<file path="config.mk">
export PLATFORM = sky130hd
export DESIGN_NAME = writedata_capture
export DESIGN_NICKNAME = d
export VERILOG_FILES = /design/src/rtl/writedata_capture_pkg.sv /design/src/rtl/writedata_fifo.sv /design/src/rtl/writedata_capture.sv
export SDC_FILE = /design/constraint.sdc
export NUM_CORES = 1
export LEC_CHECK = 0
export BUFFER_PORTS_ARGS = -buffer_cell sky130_fd_sc_hd__buf_4
export CAP_MARGIN = 20
export CORE_MARGIN = 5
export CORE_UTILIZATION = 35
export CTS_CLUSTER_DIAMETER = 100
export DETAILED_ROUTE_END_ITERATION = 16
export HOLD_SLACK_MARGIN = 0.02
export SKIP_CTS_REPAIR_TIMING = 1
export SLEW_MARGIN = 10
export SYNTH_ARGS = -nofsm -noshare
export SYNTH_HDL_FRONTEND = slang
export SYNTH_HIERARCHICAL = 1
export SYNTH_SLANG_ARGS = --single-unit
</file>
<file path="constraint.sdc">
create_clock -name clk -period 6.26 [get_ports clk]
set_input_delay 0.939 -clock clk [delete_from_list [all_inputs] [get_ports clk]]
set_output_delay 0.939 -clock clk [all_outputs]
set_load 0.005 [all_outputs]
</file>
<file path="src/rtl/writedata_capture_pkg.sv">
// Shared definitions for the write-data capture path: FSM encoding and default sizing.
package writedata_capture_pkg;

  typedef enum logic {
    IDLE  = 1'b0,
    SHIFT = 1'b1
  } state_e;

  localparam int DEF_WORD_BITS  = 16;
  localparam int DEF_DEPTH_LOG2 = 4;
  localparam int DEF_TIMEOUT    = 4095;
  localparam int TMO_W          = 12;
  localparam int BCNT_W         = 5;

endpackage

</file>
<file path="src/rtl/writedata_fifo.sv">
// Word FIFO with extra-MSB pointers; a push at full succeeds only when a pop frees a slot in the same cycle.
module writedata_fifo #(
  parameter int WIDTH      = 16,
  parameter int DEPTH_LOG2 = 4
) (
  input  logic                  clk,
  input  logic                  reset,
  input  logic                  push,
  input  logic [WIDTH-1:0]      push_data,
  input  logic                  pop,
  output logic [WIDTH-1:0]      rd_data,
  output logic                  empty,
  output logic                  full,
  output logic                  drop,
  output logic [DEPTH_LOG2-1:0] wr_addr,
  output logic [DEPTH_LOG2-1:0] rd_addr
);

  localparam int DEPTH = 1 << DEPTH_LOG2;

  logic [DEPTH_LOG2:0] wr_ptr, rd_ptr;
  logic [WIDTH-1:0]    mem [DEPTH];
  logic                pop_ok, push_ok;

  assign wr_addr = wr_ptr[DEPTH_LOG2-1:0];
  assign rd_addr = rd_ptr[DEPTH_LOG2-1:0];
  assign empty   = (wr_ptr == rd_ptr);
  assign full    = (wr_ptr[DEPTH_LOG2] != rd_ptr[DEPTH_LOG2]) &&
                   (wr_addr == rd_addr);

  // A pop on an empty FIFO is silently ignored, even alongside a push.
  assign pop_ok  = pop & ~empty;
  assign push_ok = push & (~full | pop_ok);
  assign drop    = push & full & ~pop_ok;

  always_ff @(posedge clk) begin
    if (reset) begin
      wr_ptr <= '0;
      rd_ptr <= '0;
    end else begin
      if (push_ok) wr_ptr <= wr_ptr + 1'b1;
      if (pop_ok)  rd_ptr <= rd_ptr + 1'b1;
    end
  end

  // At full with a pop, the write slot is the head being popped; the read is
  // combinational, so the old head is consumed before it is overwritten.
  always_ff @(posedge clk) begin
    if (push_ok) mem[wr_addr] <= push_data;
  end

  assign rd_data = empty ? '0 : mem[rd_addr];

endmodule

</file>
<file path="src/rtl/writedata_capture.sv">
// Synchronizes the tag's serial write-data stream, frames it into words and queues them for readout.
module writedata_capture
  import writedata_capture_pkg::*;
#(
  parameter int WORD_BITS  = DEF_WORD_BITS,
  parameter int DEPTH_LOG2 = DEF_DEPTH_LOG2,
  parameter int TIMEOUT    = DEF_TIMEOUT
) (
  input  logic                  clk,
  input  logic                  reset,
  input  logic                  writedataout,
  input  logic                  writedataclk,
  input  logic                  rd_next,
  input  logic                  clear_flags,
  output logic [WORD_BITS-1:0]  rd_data,
  output logic                  empty,
  output logic                  full,
  output logic                  overflow,
  output logic                  frame_error,
  output logic [DEPTH_LOG2-1:0] wr_addr,
  output logic [DEPTH_LOG2-1:0] rd_addr,
  output logic [BCNT_W-1:0]     bit_count
);

  logic clk_s1, clk_s2, clk_s3;
  logic data_s1, data_s2;
  logic rd_next_q;
  logic strobe, pop, drop;

  state_e               state, state_nxt;
  logic [WORD_BITS-2:0] shreg, shreg_nxt;
  logic [BCNT_W-1:0]    bcnt, bcnt_nxt;
  logic [TMO_W-1:0]     tcnt, tcnt_nxt;
  logic                 push, tmo;
  logic [WORD_BITS-1:0] push_data;

  always_ff @(posedge clk) begin
    if (reset) begin
      clk_s1    <= 1'b0;
      clk_s2    <= 1'b0;
      clk_s3    <= 1'b0;
      data_s1   <= 1'b0;
      data_s2   <= 1'b0;
      rd_next_q <= 1'b0;
    end else begin
      clk_s1    <= writedataclk;
      clk_s2    <= clk_s1;
      clk_s3    <= clk_s2;
      data_s1   <= writedataout;
      data_s2   <= data_s1;
      rd_next_q <= rd_next;
    end
  end

  assign strobe    = clk_s2 & ~clk_s3;
  assign pop       = rd_next & ~rd_next_q;
  assign push_data = {shreg, data_s2};

  always_ff @(posedge clk) begin
    if (reset) begin
      state <= IDLE;
      shreg <= '0;
      bcnt  <= '0;
      tcnt  <= '0;
    end else begin
      state <= state_nxt;
      shreg <= shreg_nxt;
      bcnt  <= bcnt_nxt;
      tcnt  <= tcnt_nxt;
    end
  end

  always_comb begin
    state_nxt = state;
    shreg_nxt = shreg;
    bcnt_nxt  = bcnt;
    tcnt_nxt  = tcnt;
    push      = 1'b0;
    tmo       = 1'b0;
    case (state)
      IDLE: begin
        bcnt_nxt = '0;
        tcnt_nxt = '0;
        if (strobe) begin
          shreg_nxt = push_data[WORD_BITS-2:0];
          bcnt_nxt  = BCNT_W'(1);
          state_nxt = SHIFT;
        end
      end
      SHIFT: begin
        if (strobe) begin
          shreg_nxt = push_data[WORD_BITS-2:0];
          tcnt_nxt  = '0;
          if (bcnt == BCNT_W'(WORD_BITS - 1)) begin
            push      = 1'b1;
            bcnt_nxt  = '0;
            state_nxt = IDLE;
          end else begin
            bcnt_nxt = bcnt + 1'b1;
          end
        end else if (tcnt == TMO_W'(TIMEOUT)) begin
          // Tag stalled mid-word: abandon the partial bits.
          tmo       = 1'b1;
          shreg_nxt = '0;
          bcnt_nxt  = '0;
          tcnt_nxt  = '0;
          state_nxt = IDLE;
        end else begin
          tcnt_nxt = tcnt + 1'b1;
        end
      end
      default: state_nxt = IDLE;
    endcase
  end

  // Clear wins over a same-cycle set.
  always_ff @(posedge clk) begin
    if (reset) begin
      overflow    <= 1'b0;
      frame_error <= 1'b0;
    end else if (clear_flags) begin
      overflow    <= 1'b0;
      frame_error <= 1'b0;
    end else begin
      if (drop) overflow    <= 1'b1;
      if (tmo)  frame_error <= 1'b1;
    end
  end

  assign bit_count = bcnt;

  writedata_fifo #(
    .WIDTH      (WORD_BITS),
    .DEPTH_LOG2 (DEPTH_LOG2)
  ) u_fifo (
    .clk       (clk),
    .reset     (reset),
    .push      (push),
    .push_data (push_data),
    .pop       (pop),
    .rd_data   (rd_data),
    .empty     (empty),
    .full      (full),
    .drop      (drop),
    .wr_addr   (wr_addr),
    .rd_addr   (rd_addr)
  );

endmodule

</file>
==> flow_summary.yaml <==
power_and_ir_drop:
  combPwrFrac_pct: 0.4
  p_int_uw: 3470
  power_frac_clock_pct: 47.4
  power_density_mw_per_mm2: 307
  peakVddDrop_v: 0.000200
  switching_share_pct: 18.3
  power_leakage_uw: 0.00445
  seqPwrFrac_pct: 52.2
  p_switching_uw: 775
  fin_total_pwr_uw: 4240
routing:
  drc: 0
  drtPass1Iterations: 4
  wl_mm: 25.7
  vias: 6060
  postRouteAntennaNets: 0
  drtIter0Drc: 466
  wire_per_inst_um: 22.0
  routed_via_density: 5.18
finish:
  antenna_cells: 0
  synthToLayoutAreaGrowth_pct: 15.4
  drive_above_1_share_pct: 25.4
  fin_cells: 1169
  finalNetCount: 711
placement:
  gp_congestion: 0.750
  dp.cells: 1112
  hpwl_mm: 15.3
  port_buffers: 38
die:
  die_h_um: 195
  fp.dieW_um: 195
  row_count: 67
  start_util_pct: 35.6
  core_area_mm2: 0.0337
  ioPinCount: 39
  dieArea_mm2: 0.0381
clock_network:
  numCtsBuffers: 31
  cts.sinks: 311
  clkTransAtPathRegs_ns: 0.06
  tritoncts: "built"
  htreeDepth: 1
  cts_root_buffer: "clkbuf_16"
  clk_latency_ns: 0.55
  cts_buffer_depth: 3
timing:
  rsz0062_at_grt: "no"
  finalMaxSlewViolations: 0
  final.setup.tns_ns: 0
  fin_crit_sh_pct: 65.4
  slew-limit-headroom_pct: 24.4
  setup_viol: 0
  clock.fmax_mhz: 244
  period_needed_ns: 4.10
  timing_hold_violations_final: 0
  worst_slew_pin_slew_ns: 1.13
  skew_ns: 0.00926
synth:
  syn_area_mm2: 0.0120
  synthTopCellsByCount: "edfxtp_1 (256), mux4_2 (64), dfxtp_1 (55)"
  synth_area_leaders: "edfxtp_1 (64%), mux4_2 (12%), dfxtp_1 (9.2%)"
  synth-seq-cells: 311
  synth_top_area_cell: "edfxtp_1"
  avgSynthCellArea_um2: 18.1
  async_flop_share_pct: 0
  yosysSeqAreaShare_pct: 73.3
  synth_ff_type: "edfxtp_1"
  ys_warn_count: 6
  synthCells: 661
  synth_edf_count: 256
  netlist-cell-type-count: 46
  synth_top_area_share_pct: 64.1
  synth_nets: 674
  synthMostInstantiatedCell: "edfxtp_1"
global_routing:
  grt_overflow: 0
  antenna_found_initial: 0
  grt_pass1_vias: 6269
  track_usage_pct: 13.4
  grt_start_max_net_pins: 40
  grt_pass1_wl_mm: 39.4
setup_path:
  cp.arrival_ns: 3.16
  worstPathRequired_ns: 5.32
  crit_path_max_fanout: 24
  critPathKind: "flip-flop to primary output"
  worstSetupEndpointType: "primary output"
  cp-start-kind: "flip-flop"
run:
  drv_cap: 0
outcome:
  outcome: "finished clean"
hold_path:
  hp-class: "flip-flop to flip-flop"
power groups by stage:
stage	registers (uW)	logic (uW)	clock network (uW)
after floorplan	2260	11.6	0
after global placement	2260	18.1	0
after detailed placement	2260	18.2	0
after CTS	2210	18.3	2040
after global routing	2210	20.1	2130
final	2210	18.0	2010
final timing paths:
path / from / end / slack, ns / cells after the start
hold reg to reg: data_s1 / data_s2 / 0.45 / 1
hold / removal: data_s1 / data_s2 / 0.45 / 1
setup / recovery: flip-flop / rd_data[2] / 2.16 / 5
setup reg to reg: bit_count[0] / u_fifo/mem[8][14] / 3.12 / 5
routing by layer:
metal  global-route usage [%]  vias to the layer above  routed length [um]
li1                         -                     2707                   -
met1                     19.8                     3154               11700
met2                     21.0                      167               11800
met3                     2.88                       32                1880
met4                     2.33                        0                 384
met5                        0                        -                   0
per-stage QoR:
| step | setup WS [ns] | instance area, um2 | util (%) | hold slack (ns) |
|---|---|---|---|---|
| 3_3_place_gp | 2.75 | 12700 | 37.7 | 0.418 |
| 4_1_cts | 2.12 | 13800 | 41.0 | 0.455 |
| 3_5_place_dp | 2.72 | 12700 | 37.7 | 0.441 |
| 6_report | 2.16 | 13800 | 41.1 | 0.449 |
| 5_1_grt | 1.95 | 13800 | 41.1 | 0.478 |
| 2_1_floorplan | 3.05 | 12000 | - | 0.414 |
worst max-delay path, stage by stage, from the launching register on:
cell,delay (ns)
dfxtp_2,0.58
buf_4,0.51
nand2b_1,0.74
o22ai_1,0.17
nor3_1,0.40
buf_4,0.19
logic make-up after synthesis:
group / count (synthesis) / share of synthesized area [%]
mux: 66 / 12.2
xor+xnor: 22 / 1.61
compound gates: 68 / 3.96
fa+ha+maj: 7 / 0.730
flops: 311 / 73.3
simple gates: 136 / 6.04
buf+inv: 51 / 2.20
registers in the layout, indices dropped and copies added, names as in the netlist, named ones only:
register	flops
u_fifo/mem	256
shreg	15
tcnt	12
bit_count	5
u_fifo/rd_ptr	5
u_fifo/wr_ptr	5
clk_s1	1
clk_s2	1
clk_s3	1
data_s1	1
data_s2	1
frame_error	1
overflow	1
rd_next_q	1
state	1
final cells by class:
class / count / area (um2)
sequential: 311 / 8790
inverter: 6 / 22.5
multi-input combinational: 299 / 2960
timing repair buffer: 49 / 383
tap: 448 / 561
fill: 3032 / 19900
clock buffer: 34 / 807
clock inverter: 22 / 313
layout by cell type (no fill, tap or decap), types with 6 or more instances in the layout:
master     count
nand4_1        7
clkbuf_16     31
mux4_2        64
buf_4         47
edfxtp_1     256
dfxtp_1       52
a21oi_1        9
bufinv_16      8
inv_1          6
nand2_1       12
xor2_1        12
nor2b_1       13
xnor2_1       10
nor2_1        40
nand3_1        8
ha_1           7
o22ai_1       32
clkinv_2       7
nor3_1        18
a22oi_1       14
and3_1        16
(Power assumes the default switching activity.)
